$ cat config.mk
export PLATFORM = sky130hd
export DESIGN_NAME = slave_in
export DESIGN_NICKNAME = d
export VERILOG_FILES = /design/src/rtl/slave_in.sv
export SDC_FILE = /design/constraint.sdc
export NUM_CORES = 1
export LEC_CHECK = 0
export ABC_AREA = 1
export BUFFER_PORTS_ARGS = -buffer_cell sky130_fd_sc_hd__buf_4
export CORE_UTILIZATION = 55
export CTS_CLUSTER_SIZE = 25
export DETAILED_ROUTE_END_ITERATION = 12
export HOLD_SLACK_MARGIN = 0.05
export PLACE_DENSITY_LB_ADDON = 0.2
export SYNTH_ARGS = -nofsm -noshare
export SYNTH_HDL_FRONTEND = slang
export SYNTH_SLANG_ARGS = --single-unit
$ cat constraint.sdc
create_clock -name clk -period 2.3 [get_ports clk]
set_clock_uncertainty 0.1 [all_clocks]
set_input_delay 0.345 -clock clk [delete_from_list [all_inputs] [get_ports clk]]
set_output_delay 0.345 -clock clk [all_outputs]
set_load 0.01 [all_outputs]
$ cat src/rtl/slave_in.sv
// Serial-in slave: shifts in an address/burst header, then write beats or a read request.
// Optional even-parity bit per write beat when SLAVE_IN_PARITY_EN is defined.
module slave_in #(
  parameter int ADDR_LEN  = 12,
  parameter int DATA_LEN  = 8,
  parameter int BURST_LEN = 12
) (
  input  logic                 clk,
  input  logic                 reset,
  input  logic                 slave_enable,
  input  logic                 master_valid,
  input  logic                 write_en,
  input  logic                 read_en,
  input  logic                 rx_address,
  input  logic                 rx_burst,
  input  logic                 rx_data,
  output logic                 slave_ready,
  output logic [ADDR_LEN-1:0]  mem_addr,
  output logic [DATA_LEN-1:0]  mem_wdata,
  output logic                 mem_we,
  output logic                 read_req,
  output logic [ADDR_LEN-1:0]  read_addr,
  output logic [BURST_LEN-1:0] read_burst,
  output logic                 rx_done,
  output logic                 parity_err
);

  // state  | meaning
  // IDLE   | waiting for a frame start, slave_ready high
  // HEADER | shifting in address (and burst during its first BURST_LEN bits)
  // DATA   | shifting in write beats, one mem_we per completed beat
  // DONE   | write: rx_done cycle; read: read_req cycle followed by rx_done cycle
  typedef enum logic [1:0] {IDLE, HEADER, DATA, DONE} state_t;

`ifdef SLAVE_IN_PARITY_EN
  localparam int BEAT_BITS = DATA_LEN + 1;
`else
  localparam int BEAT_BITS = DATA_LEN;
`endif
  localparam int HCW = $clog2(ADDR_LEN);
  localparam int DCW = $clog2(BEAT_BITS);
  localparam logic [HCW-1:0] HDR_LOAD  = HCW'(ADDR_LEN - 2);
  localparam logic [DCW-1:0] BEAT_LOAD = DCW'(BEAT_BITS - 1);

  state_t               state;
  logic                 is_write;
  logic [HCW-1:0]       hdr_cnt;
  logic [DCW-1:0]       data_cnt;
  logic [BURST_LEN-1:0] beats_left;
  logic [ADDR_LEN-1:0]  addr_sr;
  logic [ADDR_LEN-1:0]  burst_sr;
  logic [ADDR_LEN-1:0]  cur_addr;
  logic [DATA_LEN-1:0]  data_sr;

  logic [ADDR_LEN-1:0]  addr_nxt;
  logic [ADDR_LEN-1:0]  burst_sr_nxt;
  logic [BURST_LEN-1:0] burst_eff;
  logic [DATA_LEN-1:0]  data_shift;
  logic [DATA_LEN-1:0]  beat_word;
  logic                 beat_ok;

  // Burst lane is shifted on every header bit; after ADDR_LEN shifts its
  // low BURST_LEN bits hold exactly the first BURST_LEN sampled bits.
  always_comb begin
    addr_nxt     = {rx_address, addr_sr[ADDR_LEN-1:1]};
    burst_sr_nxt = {rx_burst, burst_sr[ADDR_LEN-1:1]};
    burst_eff    = (burst_sr_nxt[BURST_LEN-1:0] == '0) ? BURST_LEN'(1)
                                                      : burst_sr_nxt[BURST_LEN-1:0];
    data_shift   = {rx_data, data_sr[DATA_LEN-1:1]};
`ifdef SLAVE_IN_PARITY_EN
    beat_word    = data_sr;
    beat_ok      = ~((^data_sr) ^ rx_data);
`else
    beat_word    = data_shift;
    beat_ok      = 1'b1;
`endif
  end

  always_ff @(posedge clk or negedge reset) begin
    if (!reset) begin
      state       <= IDLE;
      slave_ready <= 1'b1;
      is_write    <= 1'b0;
      hdr_cnt     <= '0;
      data_cnt    <= '0;
      beats_left  <= '0;
      addr_sr     <= '0;
      burst_sr    <= '0;
      cur_addr    <= '0;
      data_sr     <= '0;
      mem_addr    <= '0;
      mem_wdata   <= '0;
      mem_we      <= 1'b0;
      read_req    <= 1'b0;
      read_addr   <= '0;
      read_burst  <= '0;
      rx_done     <= 1'b0;
`ifdef SLAVE_IN_PARITY_EN
      parity_err  <= 1'b0;
`endif
    end else begin
      mem_we   <= 1'b0;
      read_req <= 1'b0;
      rx_done  <= 1'b0;
      case (state)
        IDLE: begin
          if (slave_enable && master_valid && (write_en || read_en)) begin
            state       <= HEADER;
            slave_ready <= 1'b0;
            is_write    <= write_en;
            addr_sr     <= addr_nxt;
            burst_sr    <= burst_sr_nxt;
            hdr_cnt     <= HDR_LOAD;
          end
        end
        HEADER: begin
          if (!slave_enable) begin
            state       <= IDLE;
            slave_ready <= 1'b1;
          end else if (master_valid) begin
            addr_sr  <= addr_nxt;
            burst_sr <= burst_sr_nxt;
            if (hdr_cnt != '0) begin
              hdr_cnt <= hdr_cnt - HCW'(1);
            end else if (is_write) begin
              state      <= DATA;
              cur_addr   <= addr_nxt;
              beats_left <= burst_eff;
              data_cnt   <= BEAT_LOAD;
            end else begin
              state      <= DONE;
              read_req   <= 1'b1;
              read_addr  <= addr_nxt;
              read_burst <= burst_eff;
            end
          end
        end
        DATA: begin
          if (!slave_enable) begin
            state       <= IDLE;
            slave_ready <= 1'b1;
          end else if (master_valid) begin
            if (data_cnt != '0) begin
              data_sr  <= data_shift;
              data_cnt <= data_cnt - DCW'(1);
            end else begin
              // Address advances even when a bad-parity beat is dropped.
              data_cnt <= BEAT_LOAD;
              cur_addr <= cur_addr + ADDR_LEN'(1);
              if (beat_ok) begin
                mem_we    <= 1'b1;
                mem_addr  <= cur_addr;
                mem_wdata <= beat_word;
              end
`ifdef SLAVE_IN_PARITY_EN
              if (!beat_ok) parity_err <= 1'b1;
`endif
              if (beats_left == BURST_LEN'(1)) begin
                state   <= DONE;
                rx_done <= 1'b1;
              end else begin
                beats_left <= beats_left - BURST_LEN'(1);
              end
            end
          end
        end
        DONE: begin
          if (read_req) begin
            rx_done <= 1'b1;
          end else begin
            state       <= IDLE;
            slave_ready <= 1'b1;
          end
        end
        default: begin
          state       <= IDLE;
          slave_ready <= 1'b1;
        end
      endcase
    end
  end

`ifndef SLAVE_IN_PARITY_EN
  assign parity_err = 1'b0;
`endif

endmodule

# Word-level counts from Yosys, hierarchy flattened
# Index checks and enable logic that the tools add are counted.
[word_totals]
in_bits = 9
reg_bits = 114
elab_cells = 135
out_inout_bits = 49
[classes]
bitwise_logic = 3
n_mux = 69
n_addsub = 4
n_eq_ne = 21
reduce_logical = 21
[op_table]
columns = ["cell", "count"]
rows = [
  ["12-bit 2-to-1 mux", 22],
  ["12-bit case mux with 2 select lines", 4],
  ["2-bit != test (second input constant)", 12],
  ["3-bit 2-to-1 mux", 7],
  ["1-bit 2-to-1 mux", 18],
  ["2-bit 2-to-1 mux", 9],
  ["4-bit 2-to-1 mux", 4],
  ["3-bit != test (second input constant)", 5],
  ["7-bit AND reduction", 2],
  ["12-bit by 1-bit adder with 12-bit output (second input constant)", 1],
  ["12-bit by 1-bit equality test with 1-bit output (second input constant)", 1],
  ["12-bit logical NOT", 1],
  ["4-bit AND reduction", 3],
  ["12-bit by 1-bit subtractor with 12-bit output (second input constant)", 1],
  ["5-bit AND reduction", 2],
  ["9-bit AND reduction", 1],
  ["2-bit case mux with 4 select lines", 1],
  ["4-bit case mux with 2 select lines", 1],
  ["8-bit AND reduction", 1],
  ["3-bit case mux with 2 select lines", 1],
  ["2-bit equality test (second input constant)", 2],
  ["2-bit nonzero test", 2],
  ["4-bit nonzero test", 1],
  ["4-bit by 1-bit subtractor with 4-bit output (second input constant)", 1],
  ["12 further kinds", 15],
]

# Longest topological paths before layout
# Gate-level depths: netlist of the first run.
[logic_depth]
word_depth = 7
mapped_depth = 12
ltp_nobuf = 11

# Worst setup path after synthesis of the first run
# OpenSTA, ideal clock, no wires.
[synth_path]
kind = "flip-flop to flip-flop"
startpoint = "register state[0]"
endpoint = "register beats_left[3]"
path_stages_with_launch = 11
t_arrival_ns = 1.558
slack_ns = 0.516
path_buffers = 2
period_less_slack_ns = 1.784
required_time_ns = 2.074
setup_time_ns = 0.126
cell_sequence = "dfrtp_1 inv_1 ha_1 buf_2 inv_4 nand2_2 a21oi_1 nand3_1 nor2_2 buf_6 o21ai_0"
[synth_between]
elab_chain_cells = 3
word_cells_on_any_way = 13
classes_between = "eq/ne (10); mux (1); reduce/logical (2)"
[synth_rtl]
columns = ["element", "line", "rtl"]
rows = [
  ["start: declaration", "45", "state_t state;"],
  ["start signal: assignment", "81", "state <= IDLE;"],
  ["start signal: assignment", "108", "state <= HEADER;"],
  ["start signal: assignment", "118", "state <= IDLE;"],
  ["2-bit equality test / 2-bit by 1-bit equality test with 1-bit output (equally long branches)", "105", "case (state)"],
  ["2-bit != test (no line) / 2-bit nonzero test (equally long branches)", "n/a", ""],
  ["9-bit AND reduction (no line)", "n/a", ""],
  ["end signal: assignment", "128", "beats_left <= burst_eff;"],
  ["end signal: assignment", "162", "beats_left <= beats_left - BURST_LEN'(1);"],
  ["end: declaration", "49", "logic [BURST_LEN-1:0] beats_left;"],
]
# Parallel ways exist; a longest one is shown, timed or not.
# A chain may end at the register's enable or synchronous reset.

# Worst setup path in the final report of the first run
[layout_path]
startpoint = "register state[1]"
endpoint = "register cur_addr[5]"
[layout_between]
elab_chain_cells = 3
word_cells_on_any_way = 12
classes_between = "eq/ne (9); mux (1); reduce/logical (2)"
[layout_rtl]
columns = ["element", "line", "rtl"]
rows = [
  ["2-bit equality test / 2-bit by 1-bit equality test with 1-bit output (equally long branches)", "105", ""],
  ["2-bit != test (no line) / 2-bit nonzero test (equally long branches)", "n/a", ""],
  ["8-bit AND reduction (no line)", "n/a", ""],
  ["end signal: assignment", "127", "cur_addr <= addr_nxt;"],
  ["end signal: assignment", "149", "cur_addr <= cur_addr + ADDR_LEN'(1);"],
  ["end: declaration", "52", "logic [ADDR_LEN-1:0] cur_addr;"],
]
# Parallel ways exist; a longest one is shown, timed or not.

==> results of run 1 <==
==> sequential cells by signal (all words and copies together), names as in the netlist <==
signal and cells:
beats_left 12, read_req 1, hdr_cnt 4, state 2
data_cnt 3, is_write 1, addr_sr 11, data_sr 7
mem_addr 12, mem_wdata 8, slave_ready 1, rx_done 1
mem_we 1, cur_addr 12, burst_sr 11, read_addr 12
read_burst 12
==> layout make-up <==
cell class	count	area, µm²	share of cell area (%)
sequential	111	2780	45.9
inverter	77	295	4.88
multi-input combinational	446	2070	34.1
clock inverter	7	100	1.65
tap	129	161	2.66
timing repair buffer	67	531	8.76
clock buffer	9	124	2.05
==> power groups by stage <==
stage                     registers [mW]  clock network, mW  logic [mW]
after floorplan                     3.13                  0        1.88
after global placement              3.11                  0        2.77
after detailed placement            3.14                  0        2.88
after CTS                           3.12               1.29        2.89
after global routing                3.21               1.36        3.30
final                               3.12               1.26        2.88
==> metal layers <==
layer | routed length (µm) | global-route usage, % | up-vias
met5 | 0 | 0 | -
met3 | 435 | 3.51 | 10
li1 | - | - | 2201
met1 | 5410 | 34.4 | 2073
met2 | 4960 | 37.0 | 103
met4 | 106 | 5.88 | 0
==> timing repair <==
| action | 4_1_cts | 5_1_grt |
|---|---|---|
| resized for setup | 0 | 1 |
| hold buffers | 1 | 0 |
| setup endpoints to repair | 0 | 1 |
| hold endpoints to repair | 20 | 0 |
==> path summary, 6_finish.rpt <==
| path | from | endpoint | slack, ns | depth (start not counted) |
|---|---|---|---|---|
| worst max-delay path | state[1] | cur_addr[5] | 0.24 | 11 |
| worst min-delay path | rx_data | data_sr[7] | 0.13 | 3 |
| worst max register to register | state[1] | cur_addr[5] | 0.24 | 11 |
| worst min register to register | data_sr[1] | mem_wdata[0] | 0.38 | 2 |
| max in group asynchronous | reset | mem_addr[4] | 1.10 | 3 |
| min in group asynchronous | reset | mem_wdata[2] | 0.28 | 2 |
==> synth_stat cells, types with 4 or more instances <==
library cell	n	area share [%]
sky130_fd_sc_hd__nor2_1	68	4.9
sky130_fd_sc_hd__buf_2	7	0.67
sky130_fd_sc_hd__nand4_1	6	0.71
sky130_fd_sc_hd__inv_1	76	5.4
sky130_fd_sc_hd__o21ai_0	78	7.4
sky130_fd_sc_hd__ha_1	11	2.6
sky130_fd_sc_hd__a21oi_1	33	3.1
sky130_fd_sc_hd__nand2_1	181	13
sky130_fd_sc_hd__nor3_1	4	0.38
sky130_fd_sc_hd__clkbuf_1	12	0.86
sky130_fd_sc_hd__dfrtp_1	110	52
sky130_fd_sc_hd__nand3_1	41	3.9
==> stage by stage <==
stage	std cells	area, µm²	util (%)	hold WS (ns)
2_1_floorplan	658	5260	-	-0.0506
3_3_place_gp	829	5820	63.0	0.153
3_5_place_dp	829	5820	63.0	0.154
4_1_cts	846	6050	65.5	0.134
5_1_grt	846	6060	65.6	0.175
6_report	846	6060	65.6	0.135
==> logic make-up after synthesis <==
group	after synthesis	synth area share [%]
AOI/OAI and AO/OA	121	11.9
xor gates and xnor gates	2	0.333
adders and majority gates	11	2.62
buffers and inverters	101	7.93
DFF	111	52.9
muxes	1	0.214
other	1	0.0713
and+or+nand+nor	310	24.1
==> worst register-to-register path, delay by kind of cell, from the launching register on <==
kind	cells	cell delay [ns]
and+or+nand+nor	5	0.46
AOI/OAI and AO/OA	2	0.25
DFF	1	0.43
buffers and inverters	3	0.44
adders and majority gates	1	0.29
==> impl_metrics.csv, run 1 <==
group,metric,value,unit
floorplanning,core_area,9240,µm²
yosys,synth-seq-cells,111,
power,seq_power_share,42.9,%
floorplanning,die_area,9950,µm²
power,irDropWorstVdd,0.701,mV
finish,antenna_cells,0,
yosys,postSynthAreaPerCell,7.99,µm²
critical_path,timing.critical_path.mode_cell,"sky130_fd_sc_hd__nand2_1",
critical_path,timing.critical_path.slowest_cell_delay,0.43,ns
yosys,yosysWarnings,0,
finish,final_layout_size_suffix_gt1_share,13.0,%
power,power_per_cell_area,1200,nW/µm²
clock_network,clk_sinks,111,
floorplanning,pin_count,58,
clock_network,cts_tree,"done",
placed_design,count_of_port_buffers_added_during_placement,56,
yosys,syn_area,5260,µm²
power,share_comb_of_total_power,39.7,%
drt,drcViolationCount,0,
sta,setup-tns-final,0,ns
drt,dr_total_vias,4387,
finish,mostFrequentLayoutCell,"sky130_fd_sc_hd__nand2_1",
global_route,grt_pass1_vias,4020,
finish,layout_common_cells,"sky130_fd_sc_hd__nand2_1 (181), sky130_fd_sc_hd__dfrtp_1 (110), sky130_fd_sc_hd__o21ai_0 (78), sky130_fd_sc_hd__inv_1 (75), sky130_fd_sc_hd__nor2_1 (68)",
critical_path,worst_ep_required_time,2.49,ns
placed_design,dpl_worst_slack,0.290,ns
critical_path,path_max_fanout,10,
power,power_report.internal_total,4.27,mW
drt,totalWireLength,10900,µm
yosys,ys_async_sr_fraction,100,%
sta,number_of_setup_violations_in_the_final_report,0,
power,clock_power_share,17.4,%
yosys,seq_area_frac_synth,52.9,%
critical_path,timing.critical_path.from_type,"flip-flop",
power,netSwitchingPower,3.00,mW
floorplanning,starting_density_of_the_core,56.9,%
clock_network,cts-root-buf,"sky130_fd_sc_hd__clkbuf_8",
sta,final.setup.worst_slack,0.242,ns
drt,avgViaCountPerCell,5.19,
placed_design,dp_hpwl,7810,µm
yosys,ys_dominant_reg_cell,"sky130_fd_sc_hd__dfrtp_1",
global_route,grtUsageTotal,23.5,%
sta,fin_crit_sh,89.5,%
clock_network,clock_path_buffers,2,
floorplanning,core.rowCount,35,
critical_path,critical_path_arrival,2.25,ns
critical_path,cp.buffers_inverters,3,
run_status,status,"completed",
global_route,grt_pass1_wl,18700,µm
sta,maxClockFrequency,486,MHz
finish,layout-area-overhead-vs-synth,15.2,%
yosys,mappedNetlistNets,678,
placed_design,routabilityCongestion,0.899,
clock_network,cts_setup_buffers,0,
critical_path,worst-setup-path-type,"reg -> reg",
clock_network,cts_inserted_buffers,9,
finish,final_net_count,732,
drt,antenna_violating_nets_left,0,
sta,grt_setup_unrepaired,"false",
clock_network,h-tree-depth,3,
run,max-cap-violations,0,
yosys,synth-edff-count,0,
drt,number_of_detailed_routing_iterations_run_before_antenna_repair,5,
floorplanning,die_y,99.8,µm
worst_hold_path,holdCritPathClass,"in -> reg",
drt,post_drt_wl_per_cell,12.9,µm
clock_network,worst_setup_hold_path_clk_slew,0.12,ns
global_route,largest_net_degree_at_the_start_of_global_routing,59,
critical_path,setup.worst_path.end_class,"flip-flop",
sta,final_report_max_slew_violation_count,0,
sta,hold_violations,0,
drt,drtIter0Drc,335,
clock_network,clock_insertion_delay_worst_skew,0.38,ns
global_route,antenna_violations_before_repair,0,
global_route,grt-ovfl-total,0,
power,leakage,3.01,nW
finish,fillers,751,
sta,layout_min_cycle_time,2.06,ns
floorplanning,die_width,99.8,µm
critical_path,critical-path-slowest-cell,"sky130_fd_sc_hd__dfrtp_1",
power,total_design_power,7.27,mW
critical_path,path_delay_family,"simple AND/OR/NAND/NOR gates",
critical_path,crit_path_cell_trace,"inv_1, ha_1, inv_1, nand2_2, nand2_1, nor2_1, nand2_1, buf_4, a21oi_1, nand2_1, o21ai_0",
yosys,syn-instance-count,658,
power,swShare,41.2,%
yosys,post_synth_num_cell_types,31,
No activity file was read; power rests on OpenSTA's default activity.
==> run 2: changes to the inputs <==
ABC_AREA = default   (was 1)
BUFFER_PORTS_ARGS = default   (was -buffer_cell sky130_fd_sc_hd__buf_4)
DONT_BUFFER_PORTS = 1   (was default)
==> run 2 against run 1 <==
  * Combinational power down 25%
  * Register-to-register slack worse by 0.12 ns
  * Largest power group unchanged
  * Fmax down 5.6%
  * Setup slack worse by 0.12 ns
  * Critical path type unchanged
  * The flow now finishes with violations (hold timing)
  * Flip-flop and latch count unchanged
  * Synthesized cell count down 27%
  * Clock power down 6%
  * Area after synthesis up 0.14%
==> impl_metrics.csv, run 2 <==
group,metric,value,unit
drt,avgViaCountPerCell,5.86,
clock_network,number_of_hold_buffers_added_after_cts,5,
yosys,synthMostInstantiatedCell,"sky130_fd_sc_hd__dfrtp_1",
yosys,syn_area,5260,µm²
floorplanning,core_area,9240,µm²
clock_network,h-tree-depth,3,
floorplanning,core.rowCount,35,
floorplanning,pin_count,58,
drt,number_of_detailed_routing_iterations_run_before_antenna_repair,4,
floorplanning,die_width,99.8,µm
yosys,syn-instance-count,483,
yosys,dominant_cells_by_area_after_synthesis,"sky130_fd_sc_hd__dfrtp_1 (52%), sky130_fd_sc_hd__mux2_2 (13%), sky130_fd_sc_hd__nand2_1 (3.2%)",
drt,dr_total_vias,3689,
drt,totalWireLength,10800,µm
power,power_report.internal_total,4.06,mW
yosys,synth-edff-count,0,
power,swShare,38.6,%
finish,mostFrequentLayoutCell,"sky130_fd_sc_hd__dfrtp_1",
clock_network,cts_inserted_buffers,9,
finish,layout_common_cells,"sky130_fd_sc_hd__dfrtp_1 (110), sky130_fd_sc_hd__mux2_2 (62), sky130_fd_sc_hd__nand2_1 (45), sky130_fd_sc_hd__nor2_1 (31), sky130_fd_sc_hd__o21ai_0 (25)",
power,share_comb_of_total_power,32.6,%
yosys,postSynthAreaPerCell,10.9,µm²
drt,drtIter0Drc,255,
drt,drcViolationCount,0,
finish,final_core_util,62.6,%
power,leakage,2.67,nW
sta,max_slew.worst_pin.slew,0.547,ns
clock_network,cts-root-buf,"sky130_fd_sc_hd__clkbuf_8",
sta,final_report_max_slew_violation_count,0,
run,max-cap-violations,0,
global_route,grt_pass1_wl,17300,µm
sta,final.setup.worst_slack,0.120,ns
critical_path,critical_path_arrival,2.35,ns
placed_design,dpl_worst_slack,0.0885,ns
sta,setup-tns-final,0,ns
finish,fillers,754,
sta,number_of_setup_violations_in_the_final_report,0,
global_route,grt-ovfl-total,0,
sta,layout_min_cycle_time,2.18,ns
global_route,grtUsageTotal,22.2,%
finish,layout-area-overhead-vs-synth,9.86,%
placed_design,postPlaceCellArea,5480,µm²
power,irDropWorstVdd,0.678,mV
yosys,mappedNetlistNets,503,
sta,max_slew_margin,63.2,%
yosys,cell_taking_the_most_area_after_synthesis,"sky130_fd_sc_hd__dfrtp_1",
placed_design,routabilityCongestion,0.894,
clock_network,worst_setup_hold_path_clk_slew,0.12,ns
clock_network,cts_tree,"done",
critical_path,worst-setup-path-type,"reg -> reg",
finish,post_layout_instance_area,5780,µm²
sta,hold_violations,111,
power,power_per_cell_area,1140,nW/µm²
floorplanning,die_area,9970,µm²
power,clock_power_share,17.8,%
yosys,post_synth_num_cell_types,55,
sta,maxClockFrequency,459,MHz
critical_path,timing.critical_path.from_type,"flip-flop",
yosys,post-synth-top-area-fraction,52.3,%
yosys,synth-seq-cells,111,
placed_design,dp_hpwl,7300,µm
critical_path,path_max_fanout,13,
finish,final_layout_size_suffix_gt1_share,23.2,%
yosys,synth.cells.most_frequent,"sky130_fd_sc_hd__dfrtp_1 (110), sky130_fd_sc_hd__mux2_2 (62), sky130_fd_sc_hd__nand2_1 (45)",
yosys,yosysWarnings,0,
run_status,failed_checks,"hold timing",
drt,antenna_violating_nets_left,0,
floorplanning,die_y,99.8,µm
yosys,ys_async_sr_fraction,100,%
global_route,grt_pass1_vias,3484,
critical_path,worst_ep_required_time,2.47,ns
yosys,seq_area_frac_synth,52.8,%
power,seq_power_share,49.6,%
global_route,antenna_violations_before_repair,0,
drt,post_drt_wl_per_cell,17.1,µm
yosys,ys_dominant_reg_cell,"sky130_fd_sc_hd__dfrtp_1",
run_status,status,"finished with violations",
global_route,largest_net_degree_at_the_start_of_global_routing,112,
clock_network,clock_path_buffers,2,
clock_network,clock_insertion_delay_worst_skew,0.37,ns
finish,final_net_count,515,
sta,finalHoldWorstSlack,-0.451,ns
worst_hold_path,holdCritPathClass,"in -> async",
sta,fin_crit_sh,94.8,%
power,netSwitchingPower,2.56,mW
floorplanning,starting_density_of_the_core,57.0,%
clock_network,clk_sinks,111,
placed_design,count_of_port_buffers_added_during_placement,0,
finish,antenna_cells,0,
critical_path,setup.worst_path.end_class,"flip-flop",
## run 2: critical path, cell delays in order (launching register included)
cell and delay (ns):
sky130_fd_sc_hd__dfrtp_1 0.42, sky130_fd_sc_hd__inv_1 0.09, sky130_fd_sc_hd__ha_1 0.16, sky130_fd_sc_hd__or3b_4 0.42, sky130_fd_sc_hd__nor3b_4 0.20, sky130_fd_sc_hd__buf_4 0.18
sky130_fd_sc_hd__clkbuf_16 0.17, sky130_fd_sc_hd__mux2_2 0.33
## run 2: cells by family after synthesis
group	after synthesis	synth area share, %
AOI/OAI and AO/OA	93	11.2
xor gates and xnor gates	2	0.333
adders and majority gates	11	2.61
buffers and inverters	45	3.90
DFF	111	52.8
muxes	66	14.0
other	1	0.0712
and+or+nand+nor	154	15.1
## run 2: final timing paths
| check | from | to | slack (ns) | cells after the start |
|---|---|---|---|---|
| worst min-delay path | reset | is_write | -0.45 | 0 |
| worst max register to register | hdr_cnt[0] | read_burst[3] | 0.12 | 7 |
| worst min register to register | data_sr[1] | mem_wdata[0] | 0.40 | 2 |
| max in group asynchronous | reset | slave_ready | 2.38 | 0 |
| worst max-delay path | hdr_cnt[0] | read_burst[3] | 0.12 | 7 |
| min in group clk | slave_enable | slave_ready | 0.07 | 3 |
## run 2: routing by layer
layer | up-vias | track usage (%) | part of all wire [%]
met5 | - | 0 | 0
met4 | 0 | 6.56 | 1.3
met3 | 16 | 5.15 | 6.8
met2 | 129 | 33.2 | 44
met1 | 1785 | 32.4 | 47
li1 | 1759 | - | -
## run 2: repair_timing
| action | 4_1_cts | 5_1_grt |
|---|---|---|
| gates resized for setup | 0 | 3 |
| buffers inserted | 0 | 1 |
| setup endpoints to repair | 0 | 20 |
| hold endpoints to repair | 119 | 111 |
## run 2: stage by stage
step                power, mW  std cells
floorplan                4.74        483
global placement         5.32        606
detailed placement       5.43        606
CTS                      6.62        627
global route             7.06        629
finish                   6.62        629
## run 2: cell type report
| class | count | area [µm²] | area share (%) |
|---|---|---|---|
| flip-flops and latches | 111 | 2780 | 48.1 |
| multi-input cells | 327 | 2300 | 39.8 |
| repair buffers | 29 | 273 | 4.72 |
| well taps | 129 | 161 | 2.79 |
| clock buffers | 9 | 124 | 2.14 |
| clock inverters | 7 | 81.3 | 1.41 |
| inverters | 17 | 63.8 | 1.10 |
## run 2: power by group through the flow
stage          sequential (mW)  combinational (mW)  clock, mW
2_1_floorplan             3.06                1.68          0
3_3_place_gp              3.30                2.02          0
3_5_place_dp              3.31                2.11          0
4_1_cts                   3.28                2.13       1.22
5_1_grt                   3.38                2.41       1.28
6_report                  3.28                2.16       1.18
==> run 3: changes to the inputs <==
SETUP_SLACK_MARGIN = 0.3   (was default)
==> run 3 against run 2 <==
  * Critical path type unchanged
  * Cell count rose by 5.4%
  * Total power rose by 13%
  * Global-route usage rose by 5.4 points
  * Register-to-register slack barely moved
  * Wire length rose by 22%
  * Die area did not move
  * Largest power group unchanged
  * Core utilization rose by 8.1 points
  * Worst hold slack got worse by 0.020 ns
  * The flow still finishes with violations (hold timing)
  * Largest cell class unchanged
  * Non-clock buffer count rose by 34
==> impl_metrics.csv, run 3 (synthesis results as in run 2) <==
group,metric,value,unit
run_status,status,"finished with violations",
run_status,failed_checks,"hold timing",
critical_path,regToRegSetupSlack,0.13,ns
critical_path,worst_setup_endpoint,"read_burst[8]",
global_route,antenna_violations_before_repair,0,
power,seq_power_share,44.7,%
finish,mostFrequentLayoutCell,"sky130_fd_sc_hd__dfrtp_1",
critical_path,rr_endpoint,"read_burst[8]",
critical_path,crit_path_cell_trace,"inv_2, ha_4, or3b_4, nor3b_4, buf_4, buf_8, buf_16, mux2_4",
clock_network,cts_tree,"done",
sta,finalHoldWorstSlack,-0.471,ns
critical_path,timing.critical_path.slowest_cell_delay,0.44,ns
drt,dr_total_vias,4069,
critical_path,setup.worst_path.end_class,"flip-flop",
clock_network,cts-root-buf,"sky130_fd_sc_hd__clkbuf_8",
critical_path,worst-setup-path-type,"reg -> reg",
power,power_report.internal_total,4.51,mW
power,swShare,39.6,%
sta,hold_violations,111,
finish,post_layout_instance_area,6530,µm²
critical_path,path_delay_family,"simple AND/OR/NAND/NOR gates",
sta,layout_min_cycle_time,2.17,ns
sta,max_slew.worst_pin.slew,0.552,ns
global_route,grt_pass1_vias,4097,
placed_design,postPlaceCellArea,5480,µm²
critical_path,number_of_cells_on_the_critical_path,8,
floorplanning,die_width,99.8,µm
floorplanning,core_area,9240,µm²
critical_path,critical_path.reg2reg.startpoint,"hdr_cnt[0]",
critical_path,timing.critical_path.from_type,"flip-flop",
global_route,grtUsageTotal,27.6,%
finish,regArea,2780,µm²
finish,multi_input_area,2590,µm²
drt,totalWireLength,13200,µm
finish,fin_cells,663,
clock_network,worst_setup_hold_path_clk_slew,0.14,ns
clock_network,h-tree-depth,3,
finish,final_layout_size_suffix_gt1_share,33.9,%
finish,layout_common_cells,"sky130_fd_sc_hd__dfrtp_1 (108), sky130_fd_sc_hd__nand2_1 (45), sky130_fd_sc_hd__mux2_2 (37), sky130_fd_sc_hd__buf_4 (33), sky130_fd_sc_hd__nor2_1 (28)",
sta,maxClockFrequency,460,MHz
drt,drtIter0Drc,312,
clock_network,clock_path_buffers,2,
power,power_per_cell_area,1140,nW/µm²
sta,max_slew_margin,62.8,%
sta,fin_crit_sh,94.4,%
clock_network,clk_sinks,111,
critical_path,critical-path-slowest-cell,"sky130_fd_sc_hd__dfrtp_1",
global_route,grt_pass1_wl,21000,µm
power,irDropWorstVdd,0.693,mV
finish,final_net_count,549,
critical_path,critical_path.startpoint,"hdr_cnt[0]",
critical_path,ff2ff_path_depth,8,
global_route,grt-ovfl-total,0,
critical_path,path_max_fanout,6,
power,clock_power_share,17.1,%
critical_path,critical_path_arrival,2.37,ns
sta,final_report_max_slew_violation_count,0,
placed_design,dp_hpwl,7470,µm
floorplanning,pin_count,58,
global_route,largest_net_degree_at_the_start_of_global_routing,112,
power,netSwitchingPower,2.96,mW
floorplanning,die_area,9970,µm²
clock_network,number_of_hold_buffers_added_after_cts,6,
floorplanning,core.rowCount,35,
worst_hold_path,holdCritPathClass,"in -> async",
placed_design,count_of_port_buffers_added_during_placement,0,
critical_path,cp.buffers_inverters,4,
drt,antenna_violating_nets_left,0,
finish,antenna_cells,0,
power,share_comb_of_total_power,38.2,%
drt,number_of_detailed_routing_iterations_run_before_antenna_repair,5,
clock_network,clock_insertion_delay_worst_skew,0.40,ns
floorplanning,die_y,99.8,µm
finish,layout-area-overhead-vs-synth,24.1,%
sta,setup-tns-final,0,ns
placed_design,routabilityCongestion,0.870,
drt,drcViolationCount,0,
placed_design,placedCellCount,605,
finish,fillers,631,
sta,number_of_setup_violations_in_the_final_report,0,
clock_network,cts_inserted_buffers,9,
sta,grt_setup_unrepaired,"true",
floorplanning,starting_density_of_the_core,57.0,%
drt,avgViaCountPerCell,6.14,
run,max-cap-violations,0,
drt,post_drt_wl_per_cell,19.9,µm
power,leakage,2.96,nW
critical_path,worst_ep_required_time,2.50,ns
==> run 3: changes by cell type in the layout (fill, tap and decap cells not counted), moves of 5 or more <==
cell	change
sky130_fd_sc_hd__buf_6	+12
sky130_fd_sc_hd__buf_16	+5
sky130_fd_sc_hd__mux2_2	-25
sky130_fd_sc_hd__mux2_4	+25
sky130_fd_sc_hd__inv_1	-5
sky130_fd_sc_hd__ha_1	-5
sky130_fd_sc_hd__o21ai_1	+5
sky130_fd_sc_hd__inv_2	+5
sky130_fd_sc_hd__o21ai_0	-7
sky130_fd_sc_hd__buf_4	+12
==> run 3: per-stage QoR <==
step	setup WS (ns)	total power, mW	util, %
floorplan	0.100	4.76	-
global placement	0.227	5.35	59.3
detailed placement	0.177	5.47	59.3
CTS	0.198	7.15	68.2
global route	0.0674	7.90	70.7
finish	0.128	7.46	70.7
==> run 3: layer usage <==
metal	global-route usage (%)	share of wire [%]	up-vias
met2	42.4	46	163
met3	8.15	7.9	35
met4	10.3	2.6	0
li1	-	-	1827
met1	37.3	43	2044
met5	0	0	-
==> run 3: power by group through the flow <==
stage	registers, mW	logic (mW)	clock network (mW)
after floorplan	3.06	1.70	0
after CTS	3.28	2.57	1.30
after global routing	3.42	3.12	1.36
after global placement	3.28	2.07	0
after detailed placement	3.31	2.16	0
final	3.33	2.85	1.28
==> run 3: worst min-delay path by stage <==
stage / startpoint / endpoint / slack, ns
2_1_floorplan: reset / addr_sr[10] / -0.05
3_3_place_gp: reset / hdr_cnt[3] / -0.05
3_5_place_dp: reset / is_write / -0.05
4_1_cts: reset / read_burst[7] / -0.48
5_1_grt: reset / hdr_cnt[3] / -0.49
6_report: reset / is_write / -0.47
==> run 3: cell type report <==
type | instances | area share, %
Sequential cell | 111 | 42.6
Inverter | 17 | 0.977
Tap cell | 129 | 2.47
Timing Repair Buffer | 63 | 10.9
Multi-Input combinational cell | 327 | 39.6
Clock buffer | 9 | 1.90
Clock inverter | 7 | 1.53
==> run 3: repair_timing <==
action / 4_1_cts / 5_1_grt
pin swaps: 5 / 9
gates cloned: 6 / 1
hold endpoints to repair: 119 / 111
gates resized for setup: 49 / 49
setup endpoints to repair: 67 / 73
buffers inserted: 22 / 7
